--- src/rtl/operand_loader_pkg.sv ---
// Shared constants for the operand loader and the three-operand adder it feeds.
package operand_loader_pkg;

    // Loader FSM encoding: number of words of the current triple already buffered.
    localparam logic [1:0] S0 = 2'd0;
    localparam logic [1:0] S1 = 2'd1;
    localparam logic [1:0] S2 = 2'd2;

    // Defaults the adder and loader must agree on.
    localparam int unsigned DefW    = 10;
    localparam int unsigned DefLat  = 2;
    localparam int unsigned DefCntw = 16;

    // Width of the adder's sum for three W-bit operands.
    function automatic int unsigned sum_width(input int unsigned w);
        return w + 2;
    endfunction

endpackage

--- src/rtl/operand_loader_valid_delay.sv ---
// LAT-deep 1-bit shift register that tracks the adder's pipeline latency.
module operand_loader_valid_delay #(
    parameter int unsigned LAT = 2
) (
    input  logic clk,
    input  logic rst_n,
    input  logic d_i,
    output logic q_o
);

    logic [LAT-1:0] sr_q, sr_d;

    // Shift the incoming strobe one stage per cycle; stage 0 takes the new input.
    always_comb begin
        sr_d    = sr_q;
        sr_d[0] = d_i;
        for (int i = 1; i < int'(LAT); i++) begin
            sr_d[i] = sr_q[i-1];
        end
    end

    // Delay-line state; the adder never stalls, so there is no enable.
    always_ff @(posedge clk or negedge rst_n) begin
        if (!rst_n) begin
            sr_q <= '0;
        end else begin
            sr_q <= sr_d;
        end
    end

    assign q_o = sr_q[LAT-1];

endmodule

--- src/rtl/operand_loader.sv ---
// Groups a serial word stream into ordered triples for the three-operand adder
// and flags the cycle in which the adder's result is valid.
module operand_loader
    import operand_loader_pkg::*;
#(
    parameter int unsigned W    = DefW,
    parameter int unsigned LAT  = DefLat,
    parameter int unsigned CNTW = DefCntw
) (
    input  logic            clk,
    input  logic            rst_n,
    input  logic [W-1:0]    s_data_i,
    input  logic            s_valid_i,
    output logic            s_ready_o,
    input  logic            hold_i,
    input  logic            flush_i,
    output logic [W-1:0]    in1_o,
    output logic [W-1:0]    in2_o,
    output logic [W-1:0]    in3_o,
    output logic            op_valid_o,
    output logic            res_valid_o,
    output logic            partial_o,
    output logic [CNTW-1:0] triple_cnt_o
);

    logic [1:0]      state_q, state_d;
    logic [W-1:0]    a_q, a_d;
    logic [W-1:0]    b_q, b_d;
    logic [W-1:0]    in1_q, in1_d;
    logic [W-1:0]    in2_q, in2_d;
    logic [W-1:0]    in3_q, in3_d;
    logic            op_valid_q, op_valid_d;
    logic [CNTW-1:0] cnt_q, cnt_d;
    logic            xfer;

    assign s_ready_o = ~hold_i & ~flush_i;
    assign xfer      = s_valid_i & s_ready_o;

    // Next-state: buffer A and B, then issue all three operands at once on the third word.
    always_comb begin
        state_d    = state_q;
        a_d        = a_q;
        b_d        = b_q;
        in1_d      = in1_q;
        in2_d      = in2_q;
        in3_d      = in3_q;
        op_valid_d = 1'b0;
        cnt_d      = cnt_q;
        if (flush_i) begin
            // Drops the partial triple only; issued operands and the delay line are untouched.
            state_d = S0;
        end else if (xfer) begin
            case (state_q)
                S0: begin
                    a_d     = s_data_i;
                    state_d = S1;
                end
                S1: begin
                    b_d     = s_data_i;
                    state_d = S2;
                end
                S2: begin
                    in1_d      = a_q;
                    in2_d      = b_q;
                    in3_d      = s_data_i;
                    op_valid_d = 1'b1;
                    cnt_d      = cnt_q + 1'b1;
                    state_d    = S0;
                end
                default: state_d = S0;
            endcase
        end
    end

    // Loader state, buffered words, issued operands and triple counter.
    always_ff @(posedge clk or negedge rst_n) begin
        if (!rst_n) begin
            state_q    <= S0;
            a_q        <= '0;
            b_q        <= '0;
            in1_q      <= '0;
            in2_q      <= '0;
            in3_q      <= '0;
            op_valid_q <= 1'b0;
            cnt_q      <= '0;
        end else begin
            state_q    <= state_d;
            a_q        <= a_d;
            b_q        <= b_d;
            in1_q      <= in1_d;
            in2_q      <= in2_d;
            in3_q      <= in3_d;
            op_valid_q <= op_valid_d;
            cnt_q      <= cnt_d;
        end
    end

    operand_loader_valid_delay #(
        .LAT (LAT)
    ) u_valid_delay (
        .clk   (clk),
        .rst_n (rst_n),
        .d_i   (op_valid_q),
        .q_o   (res_valid_o)
    );

    assign in1_o        = in1_q;
    assign in2_o        = in2_q;
    assign in3_o        = in3_q;
    assign op_valid_o   = op_valid_q;
    assign partial_o    = (state_q == S1) || (state_q == S2);
    assign triple_cnt_o = cnt_q;

endmodule
--- config.mk ---
export PLATFORM = sky130hd
export DESIGN_NAME = operand_loader
export DESIGN_NICKNAME = d
export VERILOG_FILES = /design/src/rtl/operand_loader_pkg.sv /design/src/rtl/operand_loader_valid_delay.sv /design/src/rtl/operand_loader.sv
export SDC_FILE = /design/constraint.sdc
export NUM_CORES = 1
export LEC_CHECK = 0
export ABC_AREA = 1
export BUFFER_PORTS_ARGS = -buffer_cell sky130_fd_sc_hd__buf_2
export CAP_MARGIN = 15
export CORE_ASPECT_RATIO = 1.1
export CORE_MARGIN = 5
export CORE_UTILIZATION = 55
export CTS_CLUSTER_DIAMETER = 30
export DETAILED_ROUTE_END_ITERATION = 10
export PLACE_DENSITY = 0.81
export SYNTH_ARGS = -nofsm -noshare
export SYNTH_HDL_FRONTEND = slang
export SYNTH_SLANG_ARGS = --single-unit
--- constraint.sdc ---
create_clock -name clk -period 4.2 [get_ports clk]
set_input_delay 1.05 -clock clk [delete_from_list [all_inputs] [get_ports clk]]
set_output_delay 1.05 -clock clk [all_outputs]
set_load 0.03 [all_outputs]
## Word-level counts from Yosys, hierarchy flattened

Cells that the tools add are included.

- Bits of input ports: 15
- Register bits after elaboration: 71

- Reduce and logical (&&, ||, !) cells: 6
- Bitwise gates (word level): 4
- Add/subtract/negate cells: 1
- Muxes and demuxes: 6
- Equality and inequality tests: 2

Operator list:

| cell | count |
|---|---|
| 16-bit by 1-bit adder with 16-bit output, second input constant | 1 |
| 3-bit AND reduction | 3 |
| 2-bit 2-to-1 mux | 2 |
| 2-bit case mux with 2 select lines | 1 |
| 1-bit 2-to-1 mux | 3 |
| 1-bit AND | 2 |
| 2-bit by 1-bit equality test with 1-bit output, second input constant | 1 |
| 2-bit equality test, second input constant | 1 |
| 2-bit zero test | 1 |
| 1-bit inverter | 2 |
| 2-bit nonzero test | 1 |
| 1-bit logical OR | 1 |

## Depth between registers and ports, before layout

Gate-level depths: netlist (run 1).

- Depth after elaboration: 5
- Mapped depth: 9

## Cells and area by module

A second synthesis (run 1) with hierarchy kept.

- Cell total of the unflattened synthesis: 320
- Area, all modules: 2919.0 µm²

Modules (own cells, without submodules):

| module | cells each | area an instance (µm²) | sequential area each (µm²) | times used |
|---|---|---|---|---|
| operand_loader | 318 | 2869.0 | 1726.7 | 1 |
| operand_loader_valid_delay | 2 | 50.0 | 50.0 | 1 |

## Least setup slack after synthesis (run 1)

No wires, ideal clock.

- Path type: input to output
- Start point: input port flush_i
- End point: output port s_ready_o
- Data required time: 3.150 ns
- Path buffers: 0
- Stages: 1
- Arrival time: 1.263 ns
- Path slack: 1.887 ns
- Path through: nor2_4

- Longest elaborated chain between the ends: 2

RTL lines:

| what | RTL line | text |
|---|---|---|
| start, declared | operand_loader.sv:16 | `input logic flush_i,` |
| 1-bit inverter (no line) | -- |  |
| 1-bit AND | operand_loader.sv:36 | `assign s_ready_o = ~hold_i & ~flush_i;` |
| end, declared | operand_loader.sv:14 | `output logic s_ready_o,` |

Every way passes these cells.

## Final worst setup path (run 1)

Same ends and word-level chain as after synthesis.

==> impl_metrics.json, run 1 <==
{
  "cts_buffers": 9,
  "path_max_fanout": 3,
  "synth_nets": 349,
  "gr-max-usage-layer": "met2",
  "gp_congestion": 0.9276,
  "synth_xor_xnor_area_share_pct": 1.483,
  "setup_viol_count_final": 0,
  "io_buffers": 64,
  "hpwl_mm": 4.360,
  "hold_buffers": 0,
  "drt-pass1-iter-count": 4,
  "clkPwrFrac_pct": 34.5,
  "p_int_uw": 1117,
  "arrival_ps": 1500,
  "powerDensity_mw_per_mm2": 444.2,
  "synth_cells": 329,
  "synth_compound_area_share_pct": 5.678,
  "hold_depth": 0,
  "synth-seq-cells": 71,
  "crit_type": "in -> out",
  "pin_count": 65,
  "num_vias": 2315,
  "timing.fmax_mhz": 392.4,
  "endpoint_kind": "output pin",
  "switching_share_pct": 28.53,
  "worst_setup_path_start_kind": "input port",
  "p_seq_share_pct": 51.8,
  "antenna_cells": 0,
  "start_util_pct": 55.82,
  "reg2reg_slack_ps": 2070,
  "grtUsageMet2_pct": 32.80,
  "coreArea_mm2": 0.005290,
  "fin_util_pct": 66.53,
  "synth_top_family_by_area": "simple AND/OR/NAND/NOR gates",
  "switchingPower_uw": 446.1,
  "vias_per_cell": 4.884,
  "die_w_um": 79.86,
  "grt_pass1_vias": 2334,
  "timing.rr.start": "state_q[0]",
  "fin_crit_sh_pct": 60.68,
  "postRouteAntennaNets": 0,
  "cts-root-buf": "clkbuf_8",
  "synth.avg_cell_area_um2": 8.975,
  "layout-drive-gt1-share_pct": 22.06,
  "slew_violations": 0,
  "hold_viol": 0,
  "drt_iter0_drc": 58,
  "comb_power_share_pct": 13.7,
  "fillerInstances": 444,
  "worst_skew_pair.late_latency_ps": 350,
  "synthesis.area_mm2": 0.002953,
  "synth_adder_area_share_pct": 2.119,
  "timing.final.crit_period_ps": 2548,
  "finalClockSkew_ps": 10.32,
  "die_height_um": 86.85,
  "syn2layout_area_growth_pct": 19.20,
  "cts_resized": 0,
  "cts.sinks": 71,
  "synth_mux_area_share_pct": 0,
  "r2r_cells": 6,
  "ys_warn_count": 0,
  "finalSetupTns_ps": 0,
  "grtUsageMet3_pct": 5.901,
  "grt_overflow_total": 0,
  "tightest_slew_ps": 820.3,
  "worstPathRequired_ps": 3150,
  "total_power_uw": 1563,
  "post-cts-setup-buffers": 0,
  "final_nets": 415,
  "hold_path_end": "u_valid_delay.sr_q[1]",
  "use_met1_pct": 25.26,
  "clk_pin_slew_ps": 70,
  "slew_headroom_pct": 45.31,
  "status": "completed",
  "die_area_mm2": 0.006936,
  "grt_start_max_net_pins": 39,
  "wl_mm": 6.223,
  "p_leak_uw": 0.002021,
  "drv_cap": 0,
  "cts_tree": "yes",
  "synth_cell_types": 23,
  "track_usage_pct": 20.42,
  "cts.htree.levels": 3,
  "grt_pass1_wl_mm": 10.71,
  "drc": 0,
  "std_cell_rows": 28,
  "hold_path.class": "reg -> reg",
  "min_from": "u_valid_delay.sr_q[0]",
  "ys_seq_area_share_pct": 60.17,
  "rr_endpoint": "triple_cnt_o[4]",
  "ir_drop_v": 0.0002997,
  "yosys.area_share.simple_pct": 24.62,
  "cts_buffer_depth": 2,
  "wl_per_cell_um": 13.13,
  "antenna_found_initial": 0,
  "grt_setup_unrepaired": "no"
}
sequential cells by signal (all words and copies together) (netlist names):
signal	count
state_q	2
b_q	10
in1_o	10
in3_o	10
a_q	10
in2_o	10
u_valid_delay.sr_q	2
op_valid_o	1
triple_cnt_o	16
Yosys cell counts:
master / n / area share [%]
nand2_1: 136 / 17
dfrtp_1: 71 / 60
inv_1: 29 / 3.7
o21ai_1: 22 / 3.7
nor2_1: 13 / 1.7
nand3_1: 10 / 1.7
o21ai_0: 10 / 1.7
buf_2: 8 / 1.4
ha_1: 5 / 2.1
nand4_1: 5 / 1.1
xnor2_1: 3 / 0.89
clkbuf_1: 2 / 0.25
inv_2: 2 / 0.25
nand3b_1: 2 / 0.51
nor2_4: 2 / 0.76
xor2_1: 2 / 0.59
a22oi_1: 1 / 0.25
and3_1: 1 / 0.21
buf_6: 1 / 0.38
nand2_2: 1 / 0.21
nand3_2: 1 / 0.34
nor2_8: 1 / 0.68
or2_1: 1 / 0.21
worst max-delay path by stage:
| stage | to | from | slack [ps] | depth (start not counted) |
|---|---|---|---|---|
| after CTS | s_ready_o | flush_i | 1640 | 3 |
| after global placement | triple_cnt_o[4] | flush_i | 1530 | 6 |
| after detailed placement | triple_cnt_o[4] | flush_i | 1490 | 6 |
| after floorplan | s_ready_o | flush_i | 1890 | 1 |
| after global routing | s_ready_o | flush_i | 1630 | 3 |
| final | s_ready_o | flush_i | 1650 | 3 |
worst max-delay path, cell delays in order:
cell    delay [ps]
buf_2          120
nor2_4         120
buf_2          210
metrics by stage:
| step | hold slack, ps | instances | worst slack [ps] | cell area (um2) |
|---|---|---|---|---|
| floorplan | 331.2 | 329 | 1887 | 2953 |
| global placement | 333.8 | 459 | 1535 | 3323 |
| detailed placement | 339.6 | 459 | 1486 | 3323 |
| CTS | 355.8 | 474 | 1641 | 3520 |
| global route | 368.8 | 474 | 1632 | 3520 |
| finish | 353.4 | 474 | 1652 | 3520 |
per-layer routing:
layer  routed length (um)  share of wire [%]
met1                 2727                 44
met2                 2970                 48
met3                  336                5.4
met4                  188                3.0
met5                    0                  0
final cells by class:
class / count / area, um2 / area share, %
Inverter: 31 / 116.4 / 3.306
Multi-Input combinational cell: 216 / 1001 / 28.44
Timing Repair Buffer: 66 / 335.3 / 9.527
Clock buffer: 10 / 137.6 / 3.910
Clock inverter: 5 / 58.81 / 1.671
Tap cell: 75 / 93.84 / 2.666
Sequential cell: 71 / 1777 / 50.48
power groups by stage:
stage	clock [uW]	sequential, uW	combinational [uW]
2_1_floorplan	0	878	78.1
3_3_place_gp	0	820	207
3_5_place_dp	0	822	215
4_1_cts	548	810	218
5_1_grt	583	820	238
6_report	539	810	214
cells by family (layout without fill, tap and decap cells):
| logic type | Yosys count | count (layout) |
|---|---|---|
| flip-flops | 71 | 71 |
| AO/OA/AOI/OAI | 33 | 33 |
| adder cells (fa/ha/maj) | 5 | 5 |
| AND/OR/NAND/NOR | 173 | 173 |
| buffers and inverters | 42 | 112 |
| XOR/XNOR | 5 | 5 |
cells in the final DEF, fill, tap and decap left out:
master,synthesis,final
nand4_1,5,5
dfrtp_1,71,71
xnor2_1,3,3
inv_1,29,29
nor2_4,2,2
or2_1,1,1
nor2_8,1,1
nand2_2,1,1
clkinvlp_4,0,2
buf_2,8,64
inv_2,2,2
nand3b_1,2,2
nand2_1,136,136
clkinv_4,0,1
and3_1,1,1
xor2_1,2,2
o21ai_1,22,22
clkinv_2,0,1
nor2_1,13,13
nand3_2,1,1
nand3_1,10,10
clkbuf_8,0,10
bufinv_16,0,1
ha_1,5,5
a22oi_1,1,1
o21ai_0,10,10
buf_4,0,2
(Power assumes the default switching activity.)
==> run 2: changes to the inputs <==
Settings changed: CORE_UTILIZATION 55 to 53, PLACE_DENSITY 0.81 to 0.78.
Clock period 4.2 ns to 2.6 ns, I/O delays scaled along.
==> run 2 against run 1 <==
Against the previous run:
- clock power is 83% higher
- setup slack worse by 970 ps
- global-route usage is 1.6 points lower
- sequential share of layout area is 0.53 points lower
- routed wire length is 3.8% lower
- critical path type is now reg -> out
- critical endpoint is now partial_o
- largest cell class unchanged
- largest power group unchanged
==> impl_metrics.json, run 2 (synthesis gave the netlist of run 1 again) <==
{
  "status": "completed",
  "fin_util_pct": 65.93,
  "pin_count": 65,
  "drt-pass1-iter-count": 4,
  "wl_mm": 5.987,
  "endpoint_kind": "output pin",
  "drc": 0,
  "antenna_found_initial": 0,
  "worstPathRequired_ps": 1950,
  "coreArea_mm2": 0.005395,
  "grt_start_max_net_pins": 72,
  "cts_buffers": 9,
  "cts-root-buf": "clkbuf_8",
  "finalClockSkew_ps": 4.723,
  "cts.htree.levels": 3,
  "path_max_fanout": 3,
  "post-cts-setup-buffers": 0,
  "crit_type": "reg -> out",
  "setup_viol_count_final": 0,
  "fillerInstances": 455,
  "grtUsageMet2_pct": 27.33,
  "num_vias": 2306,
  "worst_setup_path_start_kind": "flip-flop",
  "hpwl_mm": 4.128,
  "vias_per_cell": 4.855,
  "die_w_um": 81.17,
  "layout_commonest_cell": "nand2_1",
  "drt_iter0_drc": 129,
  "mostFrequentLayoutCells": "136 x nand2_1, 71 x dfrtp_1, 63 x buf_2",
  "grtUsageMet3_pct": 5.092,
  "grt_pass1_wl_mm": 10.12,
  "track_usage_pct": 18.80,
  "ir_drop_v": 0.0005690,
  "cts_tree": "yes",
  "p_leak_uw": 0.002039,
  "postRouteAntennaNets": 0,
  "slew_violations": 0,
  "r2r_cells": 7,
  "hold_path.class": "reg -> reg",
  "clk_pin_slew_ps": 70,
  "antenna_cells": 0,
  "tightest_slew_ps": 862.6,
  "layout-drive-gt1-share_pct": 22.25,
  "use_met1_pct": 26.52,
  "die_height_um": 88.29,
  "arrival_ps": 1270,
  "grt_setup_unrepaired": "no",
  "start_util_pct": 54.73,
  "die_area_mm2": 0.007166,
  "final_nets": 415,
  "gr-max-usage-layer": "met2",
  "hold_depth": 0,
  "powerDensity_mw_per_mm2": 741.6,
  "timing.fmax_mhz": 521.2,
  "multi_input_area_mm2": 0.001001,
  "finalSetupTns_ps": 0,
  "cts_resized": 0,
  "worst_skew_pair.late_latency_ps": 340,
  "wl_per_cell_um": 12.60,
  "hold_buffers": 0,
  "timing.final.crit_period_ps": 1919,
  "seqCellArea_mm2": 0.001777,
  "syn2layout_area_growth_pct": 20.47,
  "slew_headroom_pct": 42.49,
  "fin_crit_sh_pct": 73.79,
  "hold_viol": 0,
  "grt_pass1_vias": 2131,
  "largest_reg_flops": 16,
  "cts_buffer_depth": 2,
  "cts.sinks": 71,
  "grt_overflow_total": 0,
  "drv_cap": 0,
  "std_cell_rows": 28,
  "gp_congestion": 0.8554,
  "io_buffers": 64
}
## run 2: cell types whose count changed in the layout (fill, tap and decap cells not counted)
cell       delta
buf_2         -1
clkinv_4      -1
bufinv_16     +1
buf_4         +1
clkbuf_8      +1
## run 2: per-layer routing
metal  up-vias  part of all wire (%)
met1      1070                    46
met5         -                     0
met4         0                   1.8
li1       1151                     -
met2        75                    45
met3        10                   7.6
## run 2: area by class of cell
type                       count  share of cell area (%)
sequential                    71                   49.95
multi-input combinational    216                   28.14
clock buffer                  11                   4.256
inverter                      31                   3.271
clock inverter                 5                   2.251
timing repair buffer          66                   9.497
tap                           75                   2.638
## run 2: path summary, 6_finish.rpt
path | from | endpoint | slack (ps)
max in group asynchronous | rst_n | triple_cnt_o[13] | 1620
worst max register to register | state_q[0] | in1_o[3] | 930
min in group asynchronous | rst_n | triple_cnt_o[2] | 420
worst min-delay path | u_valid_delay.sr_q[0] | u_valid_delay.sr_q[1] | 350
worst max-delay path | state_q[0] | partial_o | 680
worst min register to register | u_valid_delay.sr_q[0] | u_valid_delay.sr_q[1] | 350
## run 2: worst max-delay path, cell delays in order, from the launching register on
cell and delay [ps]:
dfrtp_1 380, inv_1 90, ha_1 280, buf_2 180
## run 2: power breakdown
group          switching (uW)  internal (uW)  total, uW  leakage [uW]
logic                     233            107        341      0.000986
clock network             398            590        988      0.000112
registers                75.3           1230       1310      0.000942
## run 2: stage by stage
stage / instance area (um2) / setup WS [ps] / hold slack, ps / power [uW] / std cells
detailed placement: 3326 / 717.7 / 336.5 / 1674 / 459
global route: 3557 / 571.9 / 371.4 / 2782 / 475
global placement: 3326 / 770.6 / 334.0 / 1660 / 459
floorplan: 2953 / 985.7 / 331.2 / 1544 / 329
CTS: 3557 / 654.4 / 353.8 / 2674 / 475
finish: 3557 / 681.3 / 350.1 / 2638 / 475
